## config.mk

```make
export PLATFORM = sky130hd
export DESIGN_NAME = mem_req_ctrl
export DESIGN_NICKNAME = d
export VERILOG_FILES = /design/src/rtl/mem_req_pkg.sv /design/src/rtl/mem_req_array.sv /design/src/rtl/mem_req_ctrl.sv
export SDC_FILE = /design/constraint.sdc
export NUM_CORES = 1
export LEC_CHECK = 0
export BUFFER_PORTS_ARGS = -buffer_cell sky130_fd_sc_hd__buf_2
export CORE_UTILIZATION = 45
export DETAILED_ROUTE_END_ITERATION = 6
export PLACE_DENSITY = 0.59
export SLEW_MARGIN = 20
export SYNTH_ARGS = -nofsm -noshare
export SYNTH_HDL_FRONTEND = slang
export SYNTH_HIERARCHICAL = 1
export SYNTH_SLANG_ARGS = --single-unit
```

## constraint.sdc

```tcl
create_clock -name clk -period 7 [get_ports clk]
set_input_delay 0.35 -clock clk [delete_from_list [all_inputs] [get_ports clk]]
set_output_delay 0.35 -clock clk [all_outputs]
set_load 0.03 [all_outputs]
```

## src/rtl/mem_req_pkg.sv

```systemverilog
// Shared definitions for the mem_req_ctrl memory block.
//   - state_e      : controller FSM states
//   - RD_LAT_MAX   : largest supported read latency (RD_LAT range 1..RD_LAT_MAX)
//   - byte_parity  : even-parity bit of one byte lane
// Optional feature macro used by the files importing this package: MEM_PARITY_EN.
package mem_req_pkg;

    typedef enum logic [1:0] {
        CLEAR = 2'd0,
        IDLE  = 2'd1,
        READ  = 2'd2,
        RESP  = 2'd3
    } state_e;

    localparam int RD_LAT_MAX = 4;

    // Even parity: the stored bit makes the total count of ones in
    // {byte, parity} even.
    function automatic logic byte_parity(input logic [7:0] b);
        return ^b;
    endfunction

endpackage

```

## src/rtl/mem_req_array.sv

```systemverilog
// Storage for mem_req_ctrl: DEPTH words of DATA_W bits with per-byte-lane
// write enables and a combinational (asynchronous) read port.
// With MEM_PARITY_EN defined, one even-parity bit per lane is stored next to
// the data and checked on the read port.
// Ports:
//   clk      in   clock
//   we       in   write strobe (qualified by be)
//   be       in   NB lane enables
//   waddr    in   write word address
//   wdata    in   write data
//   par_flip in   (MEM_PARITY_EN) invert stored parity of these lanes
//   rd_err   out  (MEM_PARITY_EN) parity mismatch on the word at raddr
//   raddr    in   read word address
//   rdata    out  word at raddr
module mem_req_array
    import mem_req_pkg::*;
#(
    parameter int ADDR_W = 5,
    parameter int DATA_W = 8,
    parameter int NB     = DATA_W / 8
) (
    input  logic              clk,
    input  logic              we,
    input  logic [NB-1:0]     be,
    input  logic [ADDR_W-1:0] waddr,
    input  logic [DATA_W-1:0] wdata,
`ifdef MEM_PARITY_EN
    input  logic [NB-1:0]     par_flip,
    output logic              rd_err,
`endif
    input  logic [ADDR_W-1:0] raddr,
    output logic [DATA_W-1:0] rdata
);

    localparam int DEPTH = 1 << ADDR_W;

    logic [DATA_W-1:0] mem_q [DEPTH];
    logic [NB-1:0]     lane_we;

    always_comb begin
        lane_we = be & {NB{we}};
    end

    always_ff @(posedge clk) begin
        for (int i = 0; i < NB; i++) begin
            if (lane_we[i]) begin
                mem_q[waddr][i*8 +: 8] <= wdata[i*8 +: 8];
            end
        end
    end

    assign rdata = mem_q[raddr];

`ifdef MEM_PARITY_EN
    logic [NB-1:0] par_q [DEPTH];
    logic [NB-1:0] rpar;

    always_ff @(posedge clk) begin
        for (int i = 0; i < NB; i++) begin
            if (lane_we[i]) begin
                par_q[waddr][i] <= byte_parity(wdata[i*8 +: 8]) ^ par_flip[i];
            end
        end
    end

    assign rpar = par_q[raddr];

    always_comb begin
        rd_err = 1'b0;
        for (int i = 0; i < NB; i++) begin
            if (byte_parity(rdata[i*8 +: 8]) != rpar[i]) begin
                rd_err = 1'b1;
            end
        end
    end
`endif

endmodule

```

## src/rtl/mem_req_ctrl.sv

```systemverilog
// Single-port memory with a valid/ready request channel and a back-pressured
// response channel. After reset the array is zero-filled, one word per cycle,
// before any request is accepted. Writes use byte enables and produce no
// response; reads return data RD_LAT cycles after acceptance and hold it
// until rsp_ready.
// Optional feature: MEM_PARITY_EN adds per-lane parity and the err_inject port.
// Handshake: a request transfers on a rising edge where req_valid && req_ready;
// a response transfers on a rising edge where rsp_valid && rsp_ready. The master
// holds req_* stable while req_valid && !req_ready; rsp_rdata/rsp_err are held
// stable while rsp_valid && !rsp_ready.
// Ports:
//   clk, rst          clock, synchronous active-high reset
//   req_valid/ready   request handshake
//   req_write         1 = write, 0 = read
//   req_addr          word address
//   req_wdata, req_be write data and lane enables (be ignored on reads)
//   rsp_valid/ready   response handshake
//   rsp_rdata         read data
//   rsp_err           parity error on this response (0 without MEM_PARITY_EN)
//   err_inject        (MEM_PARITY_EN) corrupt stored parity on a write
module mem_req_ctrl
    import mem_req_pkg::*;
#(
    parameter int ADDR_W = 5,
    parameter int DATA_W = 8,
    parameter int RD_LAT = 1    // legal range 1..RD_LAT_MAX
) (
    input  logic                clk,
    input  logic                rst,
    input  logic                req_valid,
    output logic                req_ready,
    input  logic                req_write,
    input  logic [ADDR_W-1:0]   req_addr,
    input  logic [DATA_W-1:0]   req_wdata,
    input  logic [DATA_W/8-1:0] req_be,
    output logic                rsp_valid,
    input  logic                rsp_ready,
    output logic [DATA_W-1:0]   rsp_rdata,
`ifdef MEM_PARITY_EN
    input  logic                err_inject,
`endif
    output logic                rsp_err
);

    localparam int NB    = DATA_W / 8;
    localparam int DEPTH = 1 << ADDR_W;
    localparam int LAT_W = $clog2(RD_LAT_MAX);
    localparam logic [LAT_W-1:0] LAT_INIT = LAT_W'(RD_LAT - 1);

    state_e            state_q, state_d;
    logic [ADDR_W-1:0] clr_ptr_q, clr_ptr_d;
    logic [LAT_W-1:0]  lat_cnt_q, lat_cnt_d;
    logic [ADDR_W-1:0] rd_addr_q, rd_addr_d;
    logic [DATA_W-1:0] rsp_rdata_q, rsp_rdata_d;
    logic              rsp_err_q, rsp_err_d;

    logic              arr_we;
    logic [NB-1:0]     arr_be;
    logic [ADDR_W-1:0] arr_waddr;
    logic [DATA_W-1:0] arr_wdata;
    logic [DATA_W-1:0] arr_rdata;
    logic              arr_err;

`ifdef MEM_PARITY_EN
    logic [NB-1:0]     arr_flip;
`endif

    mem_req_array #(
        .ADDR_W(ADDR_W),
        .DATA_W(DATA_W)
    ) u_array (
        .clk     (clk),
        .we      (arr_we),
        .be      (arr_be),
        .waddr   (arr_waddr),
        .wdata   (arr_wdata),
`ifdef MEM_PARITY_EN
        .par_flip(arr_flip),
        .rd_err  (arr_err),
`endif
        .raddr   (rd_addr_q),
        .rdata   (arr_rdata)
    );

`ifndef MEM_PARITY_EN
    assign arr_err = 1'b0;
`endif

    always_comb begin
        state_d     = state_q;
        clr_ptr_d   = clr_ptr_q;
        lat_cnt_d   = lat_cnt_q;
        rd_addr_d   = rd_addr_q;
        rsp_rdata_d = rsp_rdata_q;
        rsp_err_d   = rsp_err_q;
        arr_we      = 1'b0;
        arr_be      = '0;
        arr_waddr   = req_addr;
        arr_wdata   = req_wdata;
`ifdef MEM_PARITY_EN
        arr_flip    = '0;
`endif
        req_ready   = (state_q == IDLE);
        rsp_valid   = (state_q == RESP);

        unique case (state_q)
            CLEAR: begin
                // Zero-fill walks the whole array; parity written alongside
                // is the correct (even) parity of zero.
                arr_we    = 1'b1;
                arr_be    = '1;
                arr_waddr = clr_ptr_q;
                arr_wdata = '0;
                clr_ptr_d = clr_ptr_q + ADDR_W'(1);
                if (clr_ptr_q == ADDR_W'(DEPTH - 1)) begin
                    state_d = IDLE;
                end
            end
            IDLE: begin
                if (req_valid) begin
                    if (req_write) begin
                        arr_we = 1'b1;
                        arr_be = req_be;
`ifdef MEM_PARITY_EN
                        arr_flip = req_be & {NB{err_inject}};
`endif
                    end else begin
                        state_d   = READ;
                        lat_cnt_d = LAT_INIT;
                        rd_addr_d = req_addr;
                    end
                end
            end
            READ: begin
                if (lat_cnt_q == '0) begin
                    rsp_rdata_d = arr_rdata;
                    rsp_err_d   = arr_err;
                    state_d     = RESP;
                end else begin
                    lat_cnt_d = lat_cnt_q - LAT_W'(1);
                end
            end
            RESP: begin
                if (rsp_ready) begin
                    state_d = IDLE;
                end
            end
            default: state_d = CLEAR;
        endcase

        // An array write on the same edge as reset is discarded: reset
        // always wins and the fill restarts from address 0.
        if (rst) begin
            arr_we = 1'b0;
        end
    end

    always_ff @(posedge clk) begin
        if (rst) begin
            state_q     <= CLEAR;
            clr_ptr_q   <= '0;
            lat_cnt_q   <= '0;
            rd_addr_q   <= '0;
            rsp_rdata_q <= '0;
            rsp_err_q   <= 1'b0;
        end else begin
            state_q     <= state_d;
            clr_ptr_q   <= clr_ptr_d;
            lat_cnt_q   <= lat_cnt_d;
            rd_addr_q   <= rd_addr_d;
            rsp_rdata_q <= rsp_rdata_d;
            rsp_err_q   <= rsp_err_d;
        end
    end

    assign rsp_rdata = rsp_rdata_q;
    assign rsp_err   = rsp_err_q;

endmodule

```

==> results.rst <==
.. list-table::
   :header-rows: 1

   * - Metric
     - Value
   * - Number of hold-repair buffers added at the cts stage
     - 0
   * - Tightest hold margin
     - 0.0641 ns
   * - Crit Reg-Reg Endpoint
     - u_array/mem_q[2][1]
   * - Pre-Repair DR Iteration Count
     - 4
   * - Most instantiated flip-flop cell in the synthesis netlist
     - sky130_fd_sc_hd__edfxtp_1
   * - Total placed instance area
     - around 12,000 µm²
   * - Capturing instance or port of the critical path
     - u_array/mem_q[2][1]
   * - Number of CTS-inserted buffers
     - 29
   * - Most area-consuming cells after synthesis
     - sky130_fd_sc_hd__edfxtp_1 70%, sky130_fd_sc_hd__mux4_2 16%, sky130_fd_sc_hd__dfxtp_1 4.0%
   * - Result of the run
     - finished clean
   * - Die W
     - 159 µm
   * - Placeable core region
     - around 24,000 µm²
   * - Count of pins on the block boundary
     - 30
   * - Post-CTS setup-driven buffer insertion count
     - 0
   * - Total DRC errors in the routed layout
     - 0
   * - Critical Path Stages
     - 6
   * - Via count of the first global-routing pass
     - around 5,400
   * - Final critical-path share of the clock period
     - 0.489
   * - Count of final setup violators
     - 0
   * - Unrepaired setup endpoints after global routing
     - false
   * - Max-cap viol count
     - 0
   * - Setup slack of the worst register-to-register path
     - about 3.6 ns
   * - Fin cells
     - 915
   * - Crit path cell chain
     - inv_1 > ha_1 > buf_4 > mux2_2 > nand4b_1 > nor2_1
   * - Cell accounting for the most synthesized area
     - sky130_fd_sc_hd__edfxtp_1
   * - Portion of the post-synthesis area used by sequential elements
     - 0.737
   * - Setup crit start kind
     - flop
   * - Drt initial violations
     - ~560
   * - Share of synthesized registers carrying an async set or reset
     - 0
   * - Max transition margin
     - 0.335
   * - Share of the synthesized area in the top cell type
     - 0.697
   * - Die Outline Area
     - between 20,000 and 30,000 µm²
   * - Peak Freq
     - between 200 and 300 MHz
   * - Clock tree skew after final layout
     - 0.0260 ns
   * - Number of synthesized flops with an enable pin
     - around 260
   * - Antenna viol nets, final
     - 0
   * - Vias
     - around 5,400
   * - Yosys reg bits
     - about 280
   * - Number of buffers added on ports
     - 28
   * - Height of the die
     - approximately 160 µm
   * - Total wirelength of the detailed-routed design
     - 25,400 µm
   * - Remaining global-route overflow
     - 0
   * - Depth of the worst register-to-register path
     - 6
   * - Wire length of the first global-routing pass
     - between 30,000 and 40,000 µm
   * - Warning count from the yosys run
     - 6
   * - Area growth from synthesis to layout
     - 12.4%
   * - Average cell area after synthesis
     - 20.5 µm²
   * - Gate Count Post-Synth
     - 538
   * - CTS clk-pin slew, worst paths
     - 0.06 ns
   * - Cells resized by post-CTS repair
     - 0
   * - Routed wire length per instance
     - ~28 µm
   * - Slowest library cell on the worst path
     - sky130_fd_sc_hd__nor2_1
   * - Maximum number of buffers from clock root to sink
     - 3
   * - Number of distinct library cell variants in the gate-level netlist after synthesis
     - 33
   * - Layout cells sized above 1
     - 0.312
   * - Rows
     - between 50 and 60
   * - Transition at the pin with the smallest max-transition slack
     - 0.994 ns
   * - Clock period minus worst slack
     - between 3 and 4 ns
   * - Startpoint of the most critical register-to-register path
     - state_q[0]
   * - Setup Total Neg Slack
     - 0 ns
   * - CTS tree
     - done
   * - Initial cell density of the core
     - 0.464
   * - Number of inserted diodes
     - 0
   * - Final-report hold violation count
     - 0
   * - Combined buffer and inverter count along the critical path
     - 2
   * - All-Layer GR Usage
     - 0.214
   * - Maximum number of pins on one net before global-route repair
     - 66
   * - Worst EP required
     - ~7.2 ns
   * - Leakage dissipation
     - 0.00392 µW
   * - Clock tree sinks
     - 278
   * - Total count of max-transition violations in the final report
     - 0
   * - Number of antenna violations at the first check in global routing
     - 2
   * - Post-DP HPWL
     - 15,600 µm
   * - Clock latency of the later-clocked register in the worst-skew pair
     - about 0.55 ns
   * - Class of the most critical setup path
     - flop to flop
   * - Maximum single-stage delay on the critical path
     - ~0.95 ns
   * - Final RePlAce weighted congestion
     - 0.821
   * - Sort of element at the end of the critical path
     - flop
   * - Level count of the clock H-tree
     - 1
   * - Total power density per cell area
     - around 340 nW/µm²
   * - Critical path origin
     - state_q[0]
   * - Arrival time at the worst endpoint
     - around 3.6 ns
   * - Cell family with most CP delay
     - simple AND/OR/NAND/NOR gates
   * - Maximum vdd ir drop
     - about 0.00020 V
   * - HP Class
     - input port to flop
   * - Layout Cell Area excl Fill
     - about 12,000 µm²
   * - Crit path max fanout
     - 21
   * - CTS root buf
     - sky130_fd_sc_hd__clkbuf_16
   * - Total standard cell area after synthesis
     - around 11,000 µm²
   * - Ratio of routed vias to standard cells
     - approximately 5.9
   * - Beginning of the worst hold path
     - req_addr[1]
   * - Net count after synthesis
     - 565
   * - Layout Nets
     - 600
   * - Number of cells in the design after placement
     - 861
Yosys cell counts (2+ instances only):
master                     instances
sky130_fd_sc_hd__a21oi_1           9
sky130_fd_sc_hd__buf_1             5
sky130_fd_sc_hd__buf_2             2
sky130_fd_sc_hd__buf_4             7
sky130_fd_sc_hd__buf_6             2
sky130_fd_sc_hd__clkbuf_1         11
sky130_fd_sc_hd__dfxtp_1          22
sky130_fd_sc_hd__edfxtp_1        256
sky130_fd_sc_hd__ha_1              8
sky130_fd_sc_hd__inv_1             6
sky130_fd_sc_hd__mux2_2           14
sky130_fd_sc_hd__mux2i_1          10
sky130_fd_sc_hd__mux4_2           80
sky130_fd_sc_hd__nand2_1          20
sky130_fd_sc_hd__nand2b_1          4
sky130_fd_sc_hd__nand3b_1          4
sky130_fd_sc_hd__nand4_1           2
sky130_fd_sc_hd__nand4b_1          2
sky130_fd_sc_hd__nor2_1           50
sky130_fd_sc_hd__nor2b_1           8
sky130_fd_sc_hd__or3_1             2
sky130_fd_sc_hd__or3b_2            2
sky130_fd_sc_hd__xor2_1            2
tightest hold or removal path, delay by kind of cell:
family / cells / cell delay, ns
muxes: 1 / 0.06
buffers and inverters: 1 / 0.10
and+or+nand+nor: 1 / 0.08
metal layers:
layer,up-vias,track usage,share of wire
li1,2245,-,-
met2,238,0.320,0.46
met4,4,0.0513,0.016
met3,40,0.0474,0.082
met1,2850,0.320,0.44
met5,-,0,0.0011
cells in the final DEF, fill, tap and decap left out, types with 2 or more instances in the layout:
cell type | synthesis | layout
sky130_fd_sc_hd__mux4_2 | 80 | 80
sky130_fd_sc_hd__nand4b_1 | 2 | 2
sky130_fd_sc_hd__nand4_1 | 2 | 2
sky130_fd_sc_hd__clkinv_2 | 0 | 8
sky130_fd_sc_hd__ha_1 | 8 | 8
sky130_fd_sc_hd__nor2_1 | 50 | 50
sky130_fd_sc_hd__buf_2 | 2 | 28
sky130_fd_sc_hd__nand2_1 | 20 | 20
sky130_fd_sc_hd__nand2b_1 | 4 | 4
sky130_fd_sc_hd__dfxtp_2 | 0 | 2
sky130_fd_sc_hd__mux2_2 | 14 | 14
sky130_fd_sc_hd__inv_1 | 6 | 6
sky130_fd_sc_hd__edfxtp_1 | 256 | 256
sky130_fd_sc_hd__buf_4 | 7 | 3
sky130_fd_sc_hd__nor2b_4 | 0 | 8
sky130_fd_sc_hd__clkbuf_16 | 0 | 29
sky130_fd_sc_hd__clkbuf_1 | 11 | 4
sky130_fd_sc_hd__mux2i_1 | 10 | 10
sky130_fd_sc_hd__xor2_1 | 2 | 2
sky130_fd_sc_hd__clkinv_1 | 0 | 4
sky130_fd_sc_hd__dfxtp_1 | 22 | 19
sky130_fd_sc_hd__a21oi_1 | 9 | 9
sky130_fd_sc_hd__nand3b_1 | 4 | 4
sky130_fd_sc_hd__or3_1 | 2 | 2
sky130_fd_sc_hd__clkinvlp_4 | 0 | 7
sky130_fd_sc_hd__or3b_2 | 2 | 2
power breakdown:
part	internal, µW	total [µW]	switching, µW
combinational	234	690	457
sequential	2030	2080	51.8
clock	799	1430	631
total	3060	4200	1140
stage by stage:
step           power [µW]   util  setup WS (ns)
2_1_floorplan        2530      -           4.50
3_5_place_dp         2820  0.485           3.60
5_1_grt              4360  0.522           3.48
6_report             4200  0.522           3.57
3_3_place_gp         2810  0.485           3.72
4_1_cts              4230  0.522           3.63
registers in the layout (all words and copies together), names as in the netlist:
signal,count
u_array/mem_q,256
rsp_rdata,8
state_q,2
rd_addr_q,5
lat_cnt_q,2
clr_ptr_q,5
cell type report:
class                      count  area [µm²]
fill                        1804       11400
sequential                   278        8130
multi-input combinational    227        2790
clock buffer                  33         741
tap                          319         399
timing repair buffer          31         163
clock inverter                21         146
inverter                       6        22.5
cells by family (layout without fill, tap and decap cells):
| kind of cell | count (synthesis) | after routing | synth area share |
|---|---|---|---|
| compound gates | 13 | 13 | 0.00817 |
| mux | 104 | 104 | 0.187 |
| simple gates | 98 | 98 | 0.0410 |
| fa+ha+maj | 8 | 8 | 0.00908 |
| buf+inv | 33 | 91 | 0.0152 |
| xor+xnor | 3 | 3 | 0.00238 |
| flops | 278 | 278 | 0.737 |
| other cells | 1 | 1 | 0.000340 |
how the worst min path moves through the flow:
stage / endpoint / cells past startpoint / slack [ns]
floorplan: rd_addr_q[1] / 2 / 0.46
global placement: rsp_rdata[4] / 2 / 0.48
detailed placement: rsp_rdata[7] / 2 / 0.47
CTS: rd_addr_q[1] / 3 / 0.05
global route: rd_addr_q[1] / 3 / 0.08
finish: rd_addr_q[1] / 3 / 0.06
No activity file was read; power rests on OpenSTA's default activity.
